==> src/rtl/ctrl_pkg.sv <==
// Shared opcode constants, state encoding and instruction-class decode
// for the single-bus processor control unit.
package ctrl_pkg;
  localparam logic [4:0] OP_LD   = 5'b00000;
  localparam logic [4:0] OP_LDI  = 5'b00001;
  localparam logic [4:0] OP_ST   = 5'b00010;
  localparam logic [4:0] OP_ADD  = 5'b00011;
  localparam logic [4:0] OP_SUB  = 5'b00100;
  localparam logic [4:0] OP_AND  = 5'b00101;
  localparam logic [4:0] OP_OR   = 5'b00110;
  localparam logic [4:0] OP_ADDI = 5'b01100;
  localparam logic [4:0] OP_ANDI = 5'b01101;
  localparam logic [4:0] OP_ORI  = 5'b01110;
  localparam logic [4:0] OP_BR   = 5'b10010;
  localparam logic [4:0] OP_NOP  = 5'b11010;
  localparam logic [4:0] OP_HALT = 5'b11011;

  localparam logic [1:0] ALU_ADD = 2'd0;
  localparam logic [1:0] ALU_SUB = 2'd1;
  localparam logic [1:0] ALU_AND = 2'd2;
  localparam logic [1:0] ALU_OR  = 2'd3;

  typedef enum logic [3:0] {RST, F0, F1, F2, T3, T4, T5, T6, T7, HALT} state_t;

  typedef enum logic [2:0] {C_ALU, C_IMM, C_LDI, C_LD, C_ST, C_BR, C_NOP, C_HALT} iclass_t;

  // Unknown opcodes fall into the halt class.
  function automatic iclass_t decode_class(input logic [4:0] op);
    case (op)
      OP_ADD, OP_SUB, OP_AND, OP_OR: decode_class = C_ALU;
      OP_ADDI, OP_ANDI, OP_ORI:      decode_class = C_IMM;
      OP_LDI:                        decode_class = C_LDI;
      OP_LD:                         decode_class = C_LD;
      OP_ST:                         decode_class = C_ST;
      OP_BR:                         decode_class = C_BR;
      OP_NOP:                        decode_class = C_NOP;
      default:                       decode_class = C_HALT;
    endcase
  endfunction

  function automatic logic [1:0] alu_func(input logic [4:0] op);
    case (op)
      OP_SUB:          alu_func = ALU_SUB;
      OP_AND, OP_ANDI: alu_func = ALU_AND;
      OP_OR, OP_ORI:   alu_func = ALU_OR;
      default:         alu_func = ALU_ADD;
    endcase
  endfunction
endpackage

==> src/rtl/mem_wait_timer.sv <==
// Counts stalled cycles in a memory wait state and flags the timeout cycle.
module mem_wait_timer #(
  parameter int WAIT_LIMIT = 16
) (
  input  logic clock,
  input  logic reset,
  input  logic clear,
  input  logic enable,
  input  logic ready,
  output logic expired
);
  localparam int CW = (WAIT_LIMIT < 1) ? 1 : $clog2(WAIT_LIMIT + 1);

  logic [CW-1:0] count;

  always_ff @(posedge clock) begin
    if (reset || clear) count <= '0;
    else if (enable && !ready && count != CW'(WAIT_LIMIT)) count <= count + 1'b1;
  end

  // A ready in the limit cycle takes priority over the timeout.
  if (WAIT_LIMIT == 0) begin : g_off
    assign expired = 1'b0;
  end else begin : g_on
    assign expired = enable && !ready && (count == CW'(WAIT_LIMIT));
  end
endmodule

==> src/rtl/control_sequencer.sv <==
// Hardwired fetch/execute sequencer for the single-bus processor; Moore
// strobes decoded from the state and the instruction register.
module control_sequencer
  import ctrl_pkg::*;
#(
  parameter int WAIT_LIMIT = 16
) (
  input  logic        clock,
  input  logic        reset,
  input  logic [31:0] ir,
  input  logic        con_ff,
  input  logic        mem_ready,
  output logic        pc_out,
  output logic        pc_in,
  output logic        inc_pc,
  output logic        mar_in,
  output logic        mdr_in,
  output logic        mdr_out,
  output logic        ir_in,
  output logic        y_in,
  output logic        z_in,
  output logic        zlow_out,
  output logic        c_out,
  output logic        con_in,
  output logic        read,
  output logic        write,
  output logic        gra,
  output logic        grb,
  output logic        grc,
  output logic        r_in,
  output logic        r_out,
  output logic        ba_out,
  output logic [1:0]  alu_op,
  output logic        run,
  output logic        fault
);
  state_t  state;
  iclass_t cls;
  logic    in_wait, expired;
  logic    unused_ir;

  assign cls       = decode_class(ir[31:27]);
  assign unused_ir = ^ir[26:0];
  assign in_wait   = (state == F1) || (state == T6 && cls == C_LD) || (state == T7 && cls == C_ST);

  mem_wait_timer #(.WAIT_LIMIT(WAIT_LIMIT)) u_timer (
    .clock  (clock),
    .reset  (reset),
    .clear  (!in_wait),
    .enable (in_wait),
    .ready  (mem_ready),
    .expired(expired)
  );

  always_ff @(posedge clock) begin
    if (reset) begin
      state <= RST;
      fault <= 1'b0;
    end else begin
      case (state)
        RST: state <= F0;
        F0:  state <= F1;
        F1: begin
          if (mem_ready) state <= F2;
          else if (expired) begin state <= HALT; fault <= 1'b1; end
        end
        F2: state <= T3;
        T3: begin
          if (cls == C_NOP) state <= F0;
          else if (cls == C_HALT) state <= HALT;
          else state <= T4;
        end
        T4: state <= T5;
        T5: state <= (cls == C_LD || cls == C_ST || cls == C_BR) ? T6 : F0;
        T6: begin
          if (cls != C_LD || mem_ready) state <= (cls == C_BR) ? F0 : T7;
          else if (expired) begin state <= HALT; fault <= 1'b1; end
        end
        T7: begin
          if (cls != C_ST || mem_ready) state <= F0;
          else if (expired) begin state <= HALT; fault <= 1'b1; end
        end
        default: state <= HALT;
      endcase
    end
  end

  // ir is read combinationally because ir_in in F2 only lands at the T3 edge.
  always_comb begin
    pc_out = 1'b0; pc_in = 1'b0; inc_pc = 1'b0; mar_in = 1'b0; mdr_in = 1'b0;
    mdr_out = 1'b0; ir_in = 1'b0; y_in = 1'b0; z_in = 1'b0; zlow_out = 1'b0;
    c_out = 1'b0; con_in = 1'b0; read = 1'b0; write = 1'b0;
    gra = 1'b0; grb = 1'b0; grc = 1'b0; r_in = 1'b0; r_out = 1'b0; ba_out = 1'b0;
    alu_op = ALU_ADD;
    run = (state != RST) && (state != HALT);
    case (state)
      F0: begin pc_out = 1'b1; mar_in = 1'b1; inc_pc = 1'b1; z_in = 1'b1; end
      F1: begin zlow_out = 1'b1; pc_in = 1'b1; read = 1'b1; mdr_in = 1'b1; end
      F2: begin mdr_out = 1'b1; ir_in = 1'b1; end
      T3: case (cls)
        C_ALU, C_IMM:      begin grb = 1'b1; r_out = 1'b1; y_in = 1'b1; end
        C_LDI, C_LD, C_ST: begin grb = 1'b1; ba_out = 1'b1; y_in = 1'b1; end
        C_BR:              begin gra = 1'b1; r_out = 1'b1; con_in = 1'b1; end
        default: ;
      endcase
      T4: case (cls)
        C_ALU:             begin grc = 1'b1; r_out = 1'b1; z_in = 1'b1; alu_op = alu_func(ir[31:27]); end
        C_IMM:             begin c_out = 1'b1; z_in = 1'b1; alu_op = alu_func(ir[31:27]); end
        C_LDI, C_LD, C_ST: begin c_out = 1'b1; z_in = 1'b1; end
        C_BR:              begin pc_out = 1'b1; y_in = 1'b1; end
        default: ;
      endcase
      T5: case (cls)
        C_ALU, C_IMM, C_LDI: begin zlow_out = 1'b1; gra = 1'b1; r_in = 1'b1; end
        C_LD, C_ST:          begin zlow_out = 1'b1; mar_in = 1'b1; end
        C_BR:                begin c_out = 1'b1; z_in = 1'b1; end
        default: ;
      endcase
      T6: case (cls)
        C_LD: begin read = 1'b1; mdr_in = 1'b1; end
        C_ST: begin gra = 1'b1; r_out = 1'b1; mdr_in = 1'b1; end
        C_BR: begin zlow_out = con_ff; pc_in = con_ff; end
        default: ;
      endcase
      T7: case (cls)
        C_LD: begin mdr_out = 1'b1; gra = 1'b1; r_in = 1'b1; end
        C_ST: write = 1'b1;
        default: ;
      endcase
      default: ;
    endcase
  end
endmodule

==> config.mk <==
export PLATFORM = sky130hd
export DESIGN_NAME = control_sequencer
export DESIGN_NICKNAME = d
export VERILOG_FILES = /design/src/rtl/ctrl_pkg.sv /design/src/rtl/mem_wait_timer.sv /design/src/rtl/control_sequencer.sv
export SDC_FILE = /design/constraint.sdc
export NUM_CORES = 1
export LEC_CHECK = 0
export CORE_MARGIN = 2
export CORE_UTILIZATION = 40
export CTS_BUF_LIST = sky130_fd_sc_hd__clkbuf_4 sky130_fd_sc_hd__clkbuf_8 sky130_fd_sc_hd__clkbuf_16
export DETAILED_ROUTE_END_ITERATION = 10
export HOLD_SLACK_MARGIN = 0.1
export PLACE_DENSITY = 0.86
export SYNTH_ARGS = -nofsm -noshare
export SYNTH_HDL_FRONTEND = slang
export SYNTH_SLANG_ARGS = --single-unit
==> constraint.sdc <==
create_clock -name clock -period 4.5 [get_ports clock]
set_input_delay 0.675 -clock clock [delete_from_list [all_inputs] [get_ports clock]]
set_output_delay 0.675 -clock clock [all_outputs]
set_load 0.005 [all_outputs]
==> insert_results.sql <==
INSERT INTO impl_metrics (metric_group, metric, value, unit) VALUES
('run_status', 'status', 'finished, final reports clean', ''),
('detailed_routing', 'detail_route.vias_per_cell', '5.98', ''),
('clock_network', 'path_clk_slew', '70', 'ps'),
('pwr', 'max-vdd-ir-drop', '0.254', 'mV'),
('sta', 'worst_clock_skew', '0.884', 'ps'),
('setup_path', 'worstPathCellList', 'clkdlybuf4s50_1 > nor4b_4 > or2b_1 > o2bb2a_2 > o41ai_1 > a21o_1 > clkdlybuf4s50_1', ''),
('sta', 'worstMarginPinSlew', '783', 'ps'),
('clock_network', 'cts_max_level', '1', ''),
('clock_network', 'post-cts-setup-buffer-count', '0', ''),
('job', 'maxCapViolations', '0', ''),
('clock_network', 'postcts_resize_cnt', '0', ''),
('pwr', 'power_density', '295', 'mW/mm^2'),
('setup_path', 'cp-start-kind', 'input pin', ''),
('detailed_routing', 'antenna_left', '0', ''),
('floorplan', 'initial_core_util', '43.1', '%'),
('global_route', 'grt_max_degree', '17', ''),
('synthesis', 'synth-async-reset-ratio', '0', '%'),
('sta', 'hold_violations', '0', ''),
('pwr', 'swShare', '38.8', '%'),
('detailed_routing', 'remaining_drc_errors', '0', ''),
('sta', 'worst_slew_slack_as_a_fraction_of_its_limit', '47.2', '%'),
('synthesis', 'synth_area', '0.00110', 'sq mm'),
('detailed_routing', 'route.final.wire_length', '3070', 'microns'),
('pwr', 'net-switching-power', '0.000163', 'W'),
('floorplan', 'cell_row_count', '18', ''),
('setup_path', 'logic_depth_of_the_worst_register_to_register_path', '6', ''),
('sta', 'unrepaired_setup_endpoints_after_global_routing', 'no', ''),
('synthesis', 'yosysWarningCount', '0', ''),
('place', 'gpl.final_weighted_congestion', '0.938', ''),
('final_layout', 'final_area', '0.00143', 'sq mm'),
('final_layout', 'number_of_nets_in_the_finished_design', '225', ''),
('detailed_routing', 'vias', '1291', ''),
('global_route', 'first_global_vias', '1130', ''),
('setup_path', 'cp.arrival', '3230', 'ps'),
('pwr', 'fin_total_pwr', '0.000421', 'W'),
('sta', 'hold_slack', '468', 'ps'),
('sta', 'final-max-slew-violation-count', '0', ''),
('final_layout', 'diodes', '0', ''),
('sta', 'max_clock_freq', '0.256', 'GHz'),
('setup_path', 'regToRegStartpoint', 'u_timer.count[0]', ''),
('final_layout', 'layout-area-overhead-vs-synth', '30.1', '%'),
('setup_path', 'slowest_stage', 'sky130_fd_sc_hd__clkdlybuf4s50_1', ''),
('place', 'preCtsSetupSlack', '652', 'ps'),
('clock_network', 'ctsLongestPathBuffers', '2', ''),
('pwr', 'cell_internal_pwr', '0.000258', 'W'),
('clock_network', 'cts_buffer_count', '3', ''),
('synthesis', 'synthFlopType', 'sky130_fd_sc_hd__dfxtp_1', ''),
('clock_network', 'cts.root.buffer_cell', 'sky130_fd_sc_hd__clkbuf_4', ''),
('global_route', 'global_route.overflow_total', '0', ''),
('final_layout', 'mostFrequentLayoutCell', 'sky130_fd_sc_hd__clkdlybuf4s50_1', ''),
('final_layout', 'fillers', '254', ''),
('synthesis', 'postSynthAreaPerCell', '6.77', 'sq um'),
('global_route', 'antenna_violations_before_repair', '0', ''),
('clock_network', 'clock_sinks', '10', ''),
('sta', 'setup_tns', '0', 'ps'),
('global_route', 'globalRouteTotalUtil', '19.2', '%'),
('synthesis', 'syn_inst', '162', ''),
('synthesis', 'post_synth_cell_types', '49', ''),
('global_route', 'wire_length_of_the_first_global_routing_pass', '5020', 'microns'),
('setup_path', 'critical_path_peak_fanout', '13', ''),
('clock_network', 'worstSkewPairLatency', '270', 'ps'),
('setup_path', 'timing.critical_path.slowest_cell_delay', '670', 'ps'),
('floorplan', 'floorplan.core_area', '0.00254', 'sq mm'),
('setup_path', 'critical_path.reg2reg.endpoint', 'state[2]', ''),
('setup_path', 'endpoint_kind', 'output port', ''),
('setup_path', 'worst_setup_startpoint', 'ir[29]', ''),
('floorplan', 'chipWidth', '56.3', 'microns'),
('floorplan', 'die_area', '0.00317', 'sq mm'),
('sta', 'finalCriticalPeriod', '3900', 'ps'),
('place', 'port_buffers', '32', ''),
('sta', 'postLayoutSetupSlackWorst', '599', 'ps');
-- worst min path at each step --
stage,startpoint,endpoint,depth (start not counted)
after floorplan,fault,fault,2
after global placement,fault,fault,2
after detailed placement,fault,fault,2
after CTS,fault,fault,2
after global routing,fault,fault,2
final,fault,fault,2
-- routing by layer --
layer,part of all wire [%],up-vias,global-route usage (%)
met5,0,-,0
met2,48,68,30.3
met3,7.4,8,3.92
li1,-,630,-
met1,44,585,26.1
met4,1.5,0,6.46
-- critical path: cells and delay by family --
kind                   cells  cell delay (ps)
buffers and inverters      2             1160
and+or+nand+nor            2              840
AOI/OAI and AO/OA          3              560
-- state kept, by name, summed over array words and instances, names as in the netlist --
register,cells
u_timer.count,5
state,4
fault,1
-- synthesized netlist by cell type (4+ instances only) --
master / number / area [sq um]
sky130_fd_sc_hd__nor2_1: 25 / 93.8
sky130_fd_sc_hd__nand2_1: 15 / 56.3
sky130_fd_sc_hd__a21oi_1: 12 / 60.1
sky130_fd_sc_hd__dfxtp_1: 10 / 200
sky130_fd_sc_hd__inv_1: 10 / 37.5
sky130_fd_sc_hd__nor3_1: 8 / 40.0
sky130_fd_sc_hd__o21ai_0: 6 / 30.0
sky130_fd_sc_hd__clkbuf_1: 5 / 18.8
sky130_fd_sc_hd__nand3_1: 5 / 25.0
sky130_fd_sc_hd__xor2_1: 5 / 43.8
sky130_fd_sc_hd__a31oi_1: 4 / 25.0
sky130_fd_sc_hd__nor2b_1: 4 / 25.0
sky130_fd_sc_hd__o22ai_1: 4 / 25.0
-- power by group through the flow --
| stage | logic, W | registers [W] | clock network [W] |
|---|---|---|---|
| CTS | 0.000213 | 0.000124 | 0.0000842 |
| detailed placement | 0.000213 | 0.000126 | 0 |
| finish | 0.000214 | 0.000126 | 0.0000812 |
| global route | 0.000234 | 0.000128 | 0.0000907 |
| global placement | 0.000210 | 0.000126 | 0 |
| floorplan | 0.000139 | 0.000106 | 0 |
-- area by class of cell --
cell class / instances / area, sq um / share of cell area, %
flip-flops and latches: 10 / 200 / 14.0
clock buffers: 4 / 36.3 / 2.54
repair buffers: 32 / 320 / 22.5
multi-input cells: 130 / 795 / 55.7
inverters: 10 / 37.5 / 2.63
well taps: 30 / 37.5 / 2.63
-- logic make-up (layout without fill, tap and decap cells) --
logic type | Yosys count | after routing | share of synthesized area [%]
compound gates | 46 | 46 | 28.7
buf+inv | 22 | 46 | 9.25
xor+xnor | 8 | 8 | 6.39
fa+ha+maj | 2 | 2 | 2.28
simple gates | 72 | 72 | 33.2
flops | 10 | 10 | 18.3
mux | 2 | 2 | 1.94
-- through the flow --
step	util, %	std cells
6_report	56.0	216
5_1_grt	56.0	216
4_1_cts	56.0	216
3_5_place_dp	54.6	212
3_3_place_gp	54.6	212
2_1_floorplan	-	162
Note: power is estimated with default switching activity, not from simulation.
